<file path="config.mk">
export PLATFORM = sky130hd
export DESIGN_NAME = rf_wr_arb
export DESIGN_NICKNAME = d
export VERILOG_FILES = /design/src/rtl/rf_wr_arb.sv
export SDC_FILE = /design/constraint.sdc
export NUM_CORES = 1
export LEC_CHECK = 0
export ABC_AREA = 1
export ABC_CLOCK_PERIOD_IN_PS = 2330
export CORE_ASPECT_RATIO = 1.5
export CORE_MARGIN = 8
export CORE_UTILIZATION = 56
export CTS_CLUSTER_DIAMETER = 40
export DETAILED_ROUTE_END_ITERATION = 10
export DONT_BUFFER_PORTS = 1
export PLACE_DENSITY_LB_ADDON = 0.12
export SETUP_SLACK_MARGIN = 0.4
export SKIP_LAST_GASP = 1
export SYNTH_ARGS = -nofsm -noshare
export SYNTH_HDL_FRONTEND = slang
export SYNTH_SLANG_ARGS = --single-unit
</file>
<file path="constraint.sdc">
create_clock -name clk -period 2.33 [get_ports clk]
set_input_delay 0.466 -clock clk [delete_from_list [all_inputs] [get_ports clk]]
set_output_delay 0.466 -clock clk [all_outputs]
set_load 0.02 [all_outputs]
</file>
<file path="src/rtl/rf_wr_arb.sv">
// Two-source write-port arbiter for the 8-entry register file.
// Each source has a one-entry holding slot; slots drain by age, ties broken round-robin.
module rf_wr_arb #(
  parameter int width = 16
) (
  input  logic             clk,
  input  logic             rst,
  input  logic             a_valid,
  input  logic [2:0]       a_reg,
  input  logic [width-1:0] a_data,
  output logic             a_ready,
  input  logic             b_valid,
  input  logic [2:0]       b_reg,
  input  logic [width-1:0] b_data,
  output logic             b_ready,
  output logic [2:0]       writeregsel,
  output logic [width-1:0] writedata,
  output logic             write,
  output logic [15:0]      wr_count,
  output logic             err
);

  logic             r_hvA, r_hvB;
  logic [2:0]       r_hrA, r_hrB;
  logic [width-1:0] r_hdA, r_hdB;
  logic             r_ageA, r_ageB;
  logic             r_rr;
  logic [15:0]      r_wrCount;
  logic             r_err;
  logic             r_pendA, r_pendB;

  logic w_both, w_tie, w_gntA, w_gntB;
  logic w_accA, w_accB, w_nextHvA, w_nextHvB;

  // Grant depends only on held state so the rf drive never sees a combinational path from the sources.
  always_comb begin
    w_both = r_hvA & r_hvB;
    w_tie  = w_both & (r_ageA == r_ageB);
    w_gntA = 1'b0;
    w_gntB = 1'b0;
    if (w_both) begin
      if (r_ageA != r_ageB) begin
        w_gntA = r_ageA;
        w_gntB = r_ageB;
      end else begin
        w_gntA = ~r_rr;
        w_gntB = r_rr;
      end
    end else begin
      w_gntA = r_hvA;
      w_gntB = r_hvB;
    end
  end

  assign a_ready     = ~r_hvA | w_gntA;
  assign b_ready     = ~r_hvB | w_gntB;
  assign w_accA      = a_valid & a_ready;
  assign w_accB      = b_valid & b_ready;
  assign w_nextHvA   = w_accA | (r_hvA & ~w_gntA);
  assign w_nextHvB   = w_accB | (r_hvB & ~w_gntB);

  assign write       = w_gntA | w_gntB;
  assign writeregsel = w_gntA ? r_hrA : (w_gntB ? r_hrB : 3'd0);
  assign writedata   = w_gntA ? r_hdA : (w_gntB ? r_hdB : '0);
  assign wr_count    = r_wrCount;
  assign err         = r_err;

  // A slot is older only if it survives unchanged while the other slot is freshly loaded.
  always_ff @(posedge clk or posedge rst) begin
    if (rst) begin
      r_hvA     <= 1'b0;
      r_hvB     <= 1'b0;
      r_hrA     <= 3'd0;
      r_hrB     <= 3'd0;
      r_hdA     <= '0;
      r_hdB     <= '0;
      r_ageA    <= 1'b0;
      r_ageB    <= 1'b0;
      r_rr      <= 1'b0;
      r_wrCount <= 16'd0;
      r_err     <= 1'b0;
      r_pendA   <= 1'b0;
      r_pendB   <= 1'b0;
    end else begin
      if (w_accA) begin
        r_hrA <= a_reg;
        r_hdA <= a_data;
      end
      if (w_accB) begin
        r_hrB <= b_reg;
        r_hdB <= b_data;
      end
      r_hvA  <= w_nextHvA;
      r_hvB  <= w_nextHvB;
      r_ageA <= w_nextHvA & w_nextHvB & ~w_accA & w_accB;
      r_ageB <= w_nextHvA & w_nextHvB & ~w_accB & w_accA;
      if (w_tie)
        r_rr <= ~r_rr;
      r_wrCount <= r_wrCount + {15'd0, write};
      r_pendA   <= a_valid & ~a_ready;
      r_pendB   <= b_valid & ~b_ready;
      r_err     <= r_err | (r_pendA & ~a_valid) | (r_pendB & ~b_valid);
    end
  end

endmodule

</file>
; ---- Yosys cells after proc, flatten, opt, wreduce, memory -nomap -nowiden
; Cells that the tools add are included.
[word_totals]
input_bits = 42
wordCells = 57
ff_bits = 62
out_inout_bits = 39
[classes]
add_sub_neg = 1
n_bitwise = 33
mux = 8
n_eq_ne = 2
[ops]
columns = cell, count
row1 = two-way mux 16 bit, 2
row2 = adder 16 x 1 -> 16 bit, 1
row3 = AND 1 bit, 15
row4 = inverter 1 bit, 11
row5 = OR 1 bit, 7
row6 = two-way mux 3 bit, 2
row7 = two-way mux 1 bit, 4
row8 = == test 1 bit, 1
row9 = != test 1 bit, 1

; ---- Longest topological paths before layout
[depth]
depth_word = 9
ltp_mapped = 10
mapped_depth_nobuf = 9

; ---- Worst setup path before layout
; No wires, ideal clock.
[synth_timing]
path_kind = register -> register
start = register r_hvB
end = register r_wrCount[10] (netlist: wr_count[10])
slack_ps = 382
arrival_ps = 1825
setup_ps = 123
required_ps = 2207
period_less_slack_ps = 1948
path_stages_with_launch = 10
path_cell_list = dfrtp_1 clkbuf_1 or2_2 ha_1 ha_1 nand2_1 nor2_1 nand2_1 o21ai_0 nand2_1
[synth_between]
elab_chain_cells = 4
elab_cells_between_ends = 5
[synth_rtl]
columns = item, line_no
row1 = from (decl), 23  ; logic r_hvA, r_hvB;
row2 = from (signal assigned), 94  ; r_hvB <= w_nextHvB;
row3 = AND 1 bit, 37  ; w_both = r_hvA & r_hvB;
row4 = two-way mux 1 bit, 41  ; if (w_both) begin
row5 = OR 1 bit (*), 62  ; assign write = w_gntA | w_gntB;
row6 = net write, 18  ; output logic write,
row7 = adder 16 x 1 -> 16 bit (*), 99  ; r_wrCount <= r_wrCount + {15'd0, write};
row8 = to (signal assigned), 99
row9 = to (decl), 28  ; logic [15:0] r_wrCount;
; Mark *: on every way through the listed nets, which the timed path passes. The rest lies on a longest branch.
; A chain may end at the register's enable or synchronous reset.

; ---- Worst setup path after layout
[layout_timing]
start = register r_ageB
end = output writedata[13]
[layout_between]
elab_chain_cells = 5
elab_cells_between_ends = 7
[layout_rtl]
columns = item, line_no
row1 = from (decl), 26  ; logic r_ageA, r_ageB;
row2 = from (signal assigned), 96  ; r_ageB <= w_nextHvA & w_nextHvB & ~w_accB & w_accA;
row3 = != test 1 bit, 42  ; if (r_ageA != r_ageB) begin
row4 = two-way mux 1 bit, 42
row5 = two-way mux 1 bit, 41
row6 = two-way mux 16 bit, 64  ; assign writedata = w_gntA ? r_hdA : (w_gntB ? r_hdB : '0);
row7 = two-way mux 16 bit (*), 64
row8 = to (decl), 17  ; output logic [width-1:0] writedata,
; Every way passes the cells marked *; elsewhere a longest branch is shown, timed or not.

==> results.cfg <==
[clock_tree]
root_buffer = clkbuf_8
cts_buffers = 9
cts_tree = built
cts_buffer_depth = 2
htree_levels = 3
clk_pin_slew_ns = 0.07
clock_sinks = 62
clkLatencyLatePin_ns = 0.33

[grt]
grt_max_degree = 32
grt_pass1_vias = 2626
grt_pass1_wl_um = 12840
gr-usage-all-layers_pct = 21.48
antenna_found_initial = 0
overflow = 0

[yosys]
yosys_register_bits = 62
yosys_warnings = 0
synth_cell_type_count = 21
postSynthNetCount = 401
syn-instance-count = 356
syn_avg_cell_area_um2 = 8.235
synthesis.area_mm2 = 0.002932
synth-seq-area-share_pct = 52.92

[route]
met1_length_um = 3012
antenna_left = 0
dr_wl_met2_um = 4457
viasPerCell = 5.864
dr_wl_met3_um = 707
drc = 0
wl_um = 8543
vias = 2592
dr.pass1.iters = 4
drt-initial-drc-count = 115
highest_layer = met4
wl_per_cell_um = 19.33

[floorplan]
die_area_mm2 = 0.007854
die_h_um = 104.6
io_pins = 81
start_util_pct = 57.65
die_w_um = 75.08
fp-row-count = 32
core_area_mm2 = 0.005085

[timing]
period_share_pct = 87.16
setup_viol = 0
finalSetupTns_ns = 0
slew_headroom_pct = 54.74
rsz0062_at_grt = true
post-route-min-period_ns = 2.031
max_freq_ghz = 0.4924
clock_skew_ns = 0.005602
hold_viol = 0
worst_pin_slew_ns = 0.6775
maxSlewViolCount = 0

[critical_path]
startpoint_type = flip-flop
r2r_cells = 9
crit_end = writedata[13]
reg2reg_slack_ns = 0.52
reg2reg_from = r_hvB
critPathLaunch = r_ageB
path_class = flip-flop to output port
cp.arrival_ns = 1.56
timing.rr.end = wr_count[10]
crit_fanout = 6
required_ns = 1.86
cp-end-kind = output port

[pwr]
power_density_mw_per_mm2 = 1220
p_int_uw = 2591
seqPwrFrac_pct = 38.2
ir_drop_mv = 0.7677
p_leak_uw = 0.001742
p_sw_share_pct = 42.42
combPwrFrac_pct = 37.6
power_switching_uw = 1909
power_frac_clock_pct = 24.2

[worst_hold_path]
hp-class = input pin to asynchronous set/reset pin

[cells_and_area]
drive_gt1_share_pct = 22.99
layout.nets = 414
fillers = 398
final_util_pct = 72.56
antenna_cells = 0
final_cell_mix = nand2_1 (112), nand3_1 (67), dfrtp_1 (59), nor2_1 (19), nand3_4 (14)
mostFrequentLayoutCell = nand2_1
syn_to_final_growth_pct = 25.86

[placement]
routabilityCongestion = 0.8560
hpwl_um = 5099
port_buffers = 0

[job]
cap_violations = 0

[status]
status = finished, final reports clean
## how the worst min path moves through the flow
| stage | endpoint | slack, ns | cells past startpoint |
|---|---|---|---|
| floorplan | err | 0.43 | 2 |
| global placement | err | 0.43 | 2 |
| detailed placement | err | 0.45 | 2 |
| CTS | wr_count[1] | 0.10 | 1 |
| global route | wr_count[1] | 0.13 | 1 |
| finish | wr_count[1] | 0.09 | 1 |
## kinds of logic after synthesis
logic type / Yosys count / share of synthesized area, %
XOR/XNOR: 9 / 2.689
adder cells (fa/ha/maj): 3 / 1.281
AO/OA/AOI/OAI: 4 / 0.6826
buffers and inverters: 33 / 5.335
flip-flops: 62 / 52.92
AND/OR/NAND/NOR: 245 / 37.09
## what timing repair did
item / in CTS / in global routing
cloned: 6 / 0
pin swaps: 8 / 26
hold buffers: 0 / 0
setup buffers: 4 / 4
resized for setup: 47 / 28
setup endpoints to repair: 20 / 23
## power groups by stage
stage                     Clock, uW  Combinational [uW]  Sequential [uW]
after floorplan                   0                1000             1610
after global placement            0                1100             1680
after global routing           1150                1830             1750
final                          1090                1690             1720
after CTS                      1110                1480             1690
after detailed placement          0                1140             1670
## state kept, by name (all words and copies together) (netlist names), 3 cells and up
signal and count:
r_hdA 16, wr_count 16, r_hrB 3, r_hdB 16
r_hrA 3
## critical path: stages, from the launching register on
cell     delay (ns)
dfrtp_2        0.46
buf_12         0.15
nand2_8        0.10
nand2_8        0.10
nand3_4        0.16
nand3_1        0.12
nand2_2        0.16
## per-stage QoR
step / power (uW) / setup WS [ns] / instances / hold slack (ns) / area (um^2)
2_1_floorplan: 2607 / 0.4203 / 356 / 0.4254 / 2937
3_3_place_gp: 2781 / 0.4803 / 412 / 0.4342 / 2962
3_5_place_dp: 2810 / 0.4163 / 412 / 0.4455 / 2962
4_1_cts: 4270 / 0.3322 / 438 / 0.1027 / 3513
5_1_grt: 4730 / 0.2466 / 442 / 0.1287 / 3690
6_report: 4500 / 0.2993 / 442 / 0.09341 / 3690
## cell usage after synthesis, drive strengths merged
cell	count	area, um^2
nand2	137	536.8
nand3	84	450.4
dfrtp	62	1551
nor2	20	75.07
inv	16	60.06
buf	11	73.82
clkbuf	6	22.52
xor2	6	52.55
ha	3	37.54
nand4	3	18.77
o21ai	3	15.01
xnor2	3	26.28
a21oi	1	5.000
or2	1	6.260
## area by class of cell
type,instances,area (um^2),share of cell area [%]
flip-flops and latches,62,1555,42.15
clock inverters,3,65.06,1.763
clock buffers,13,168.9,4.578
multi-input cells,267,1597,43.27
well taps,68,85.08,2.306
inverters,16,71.32,1.933
repair buffers,13,147.6,4.001
## per-layer routing
metal | vias up | track usage, %
met5 | - | 0
met4 | 0 | 11.69
met3 | 26 | 6.890
met2 | 126 | 35.79
met1 | 1247 | 22.81
li1 | 1193 | -
Note: power is estimated with default switching activity, not from simulation.
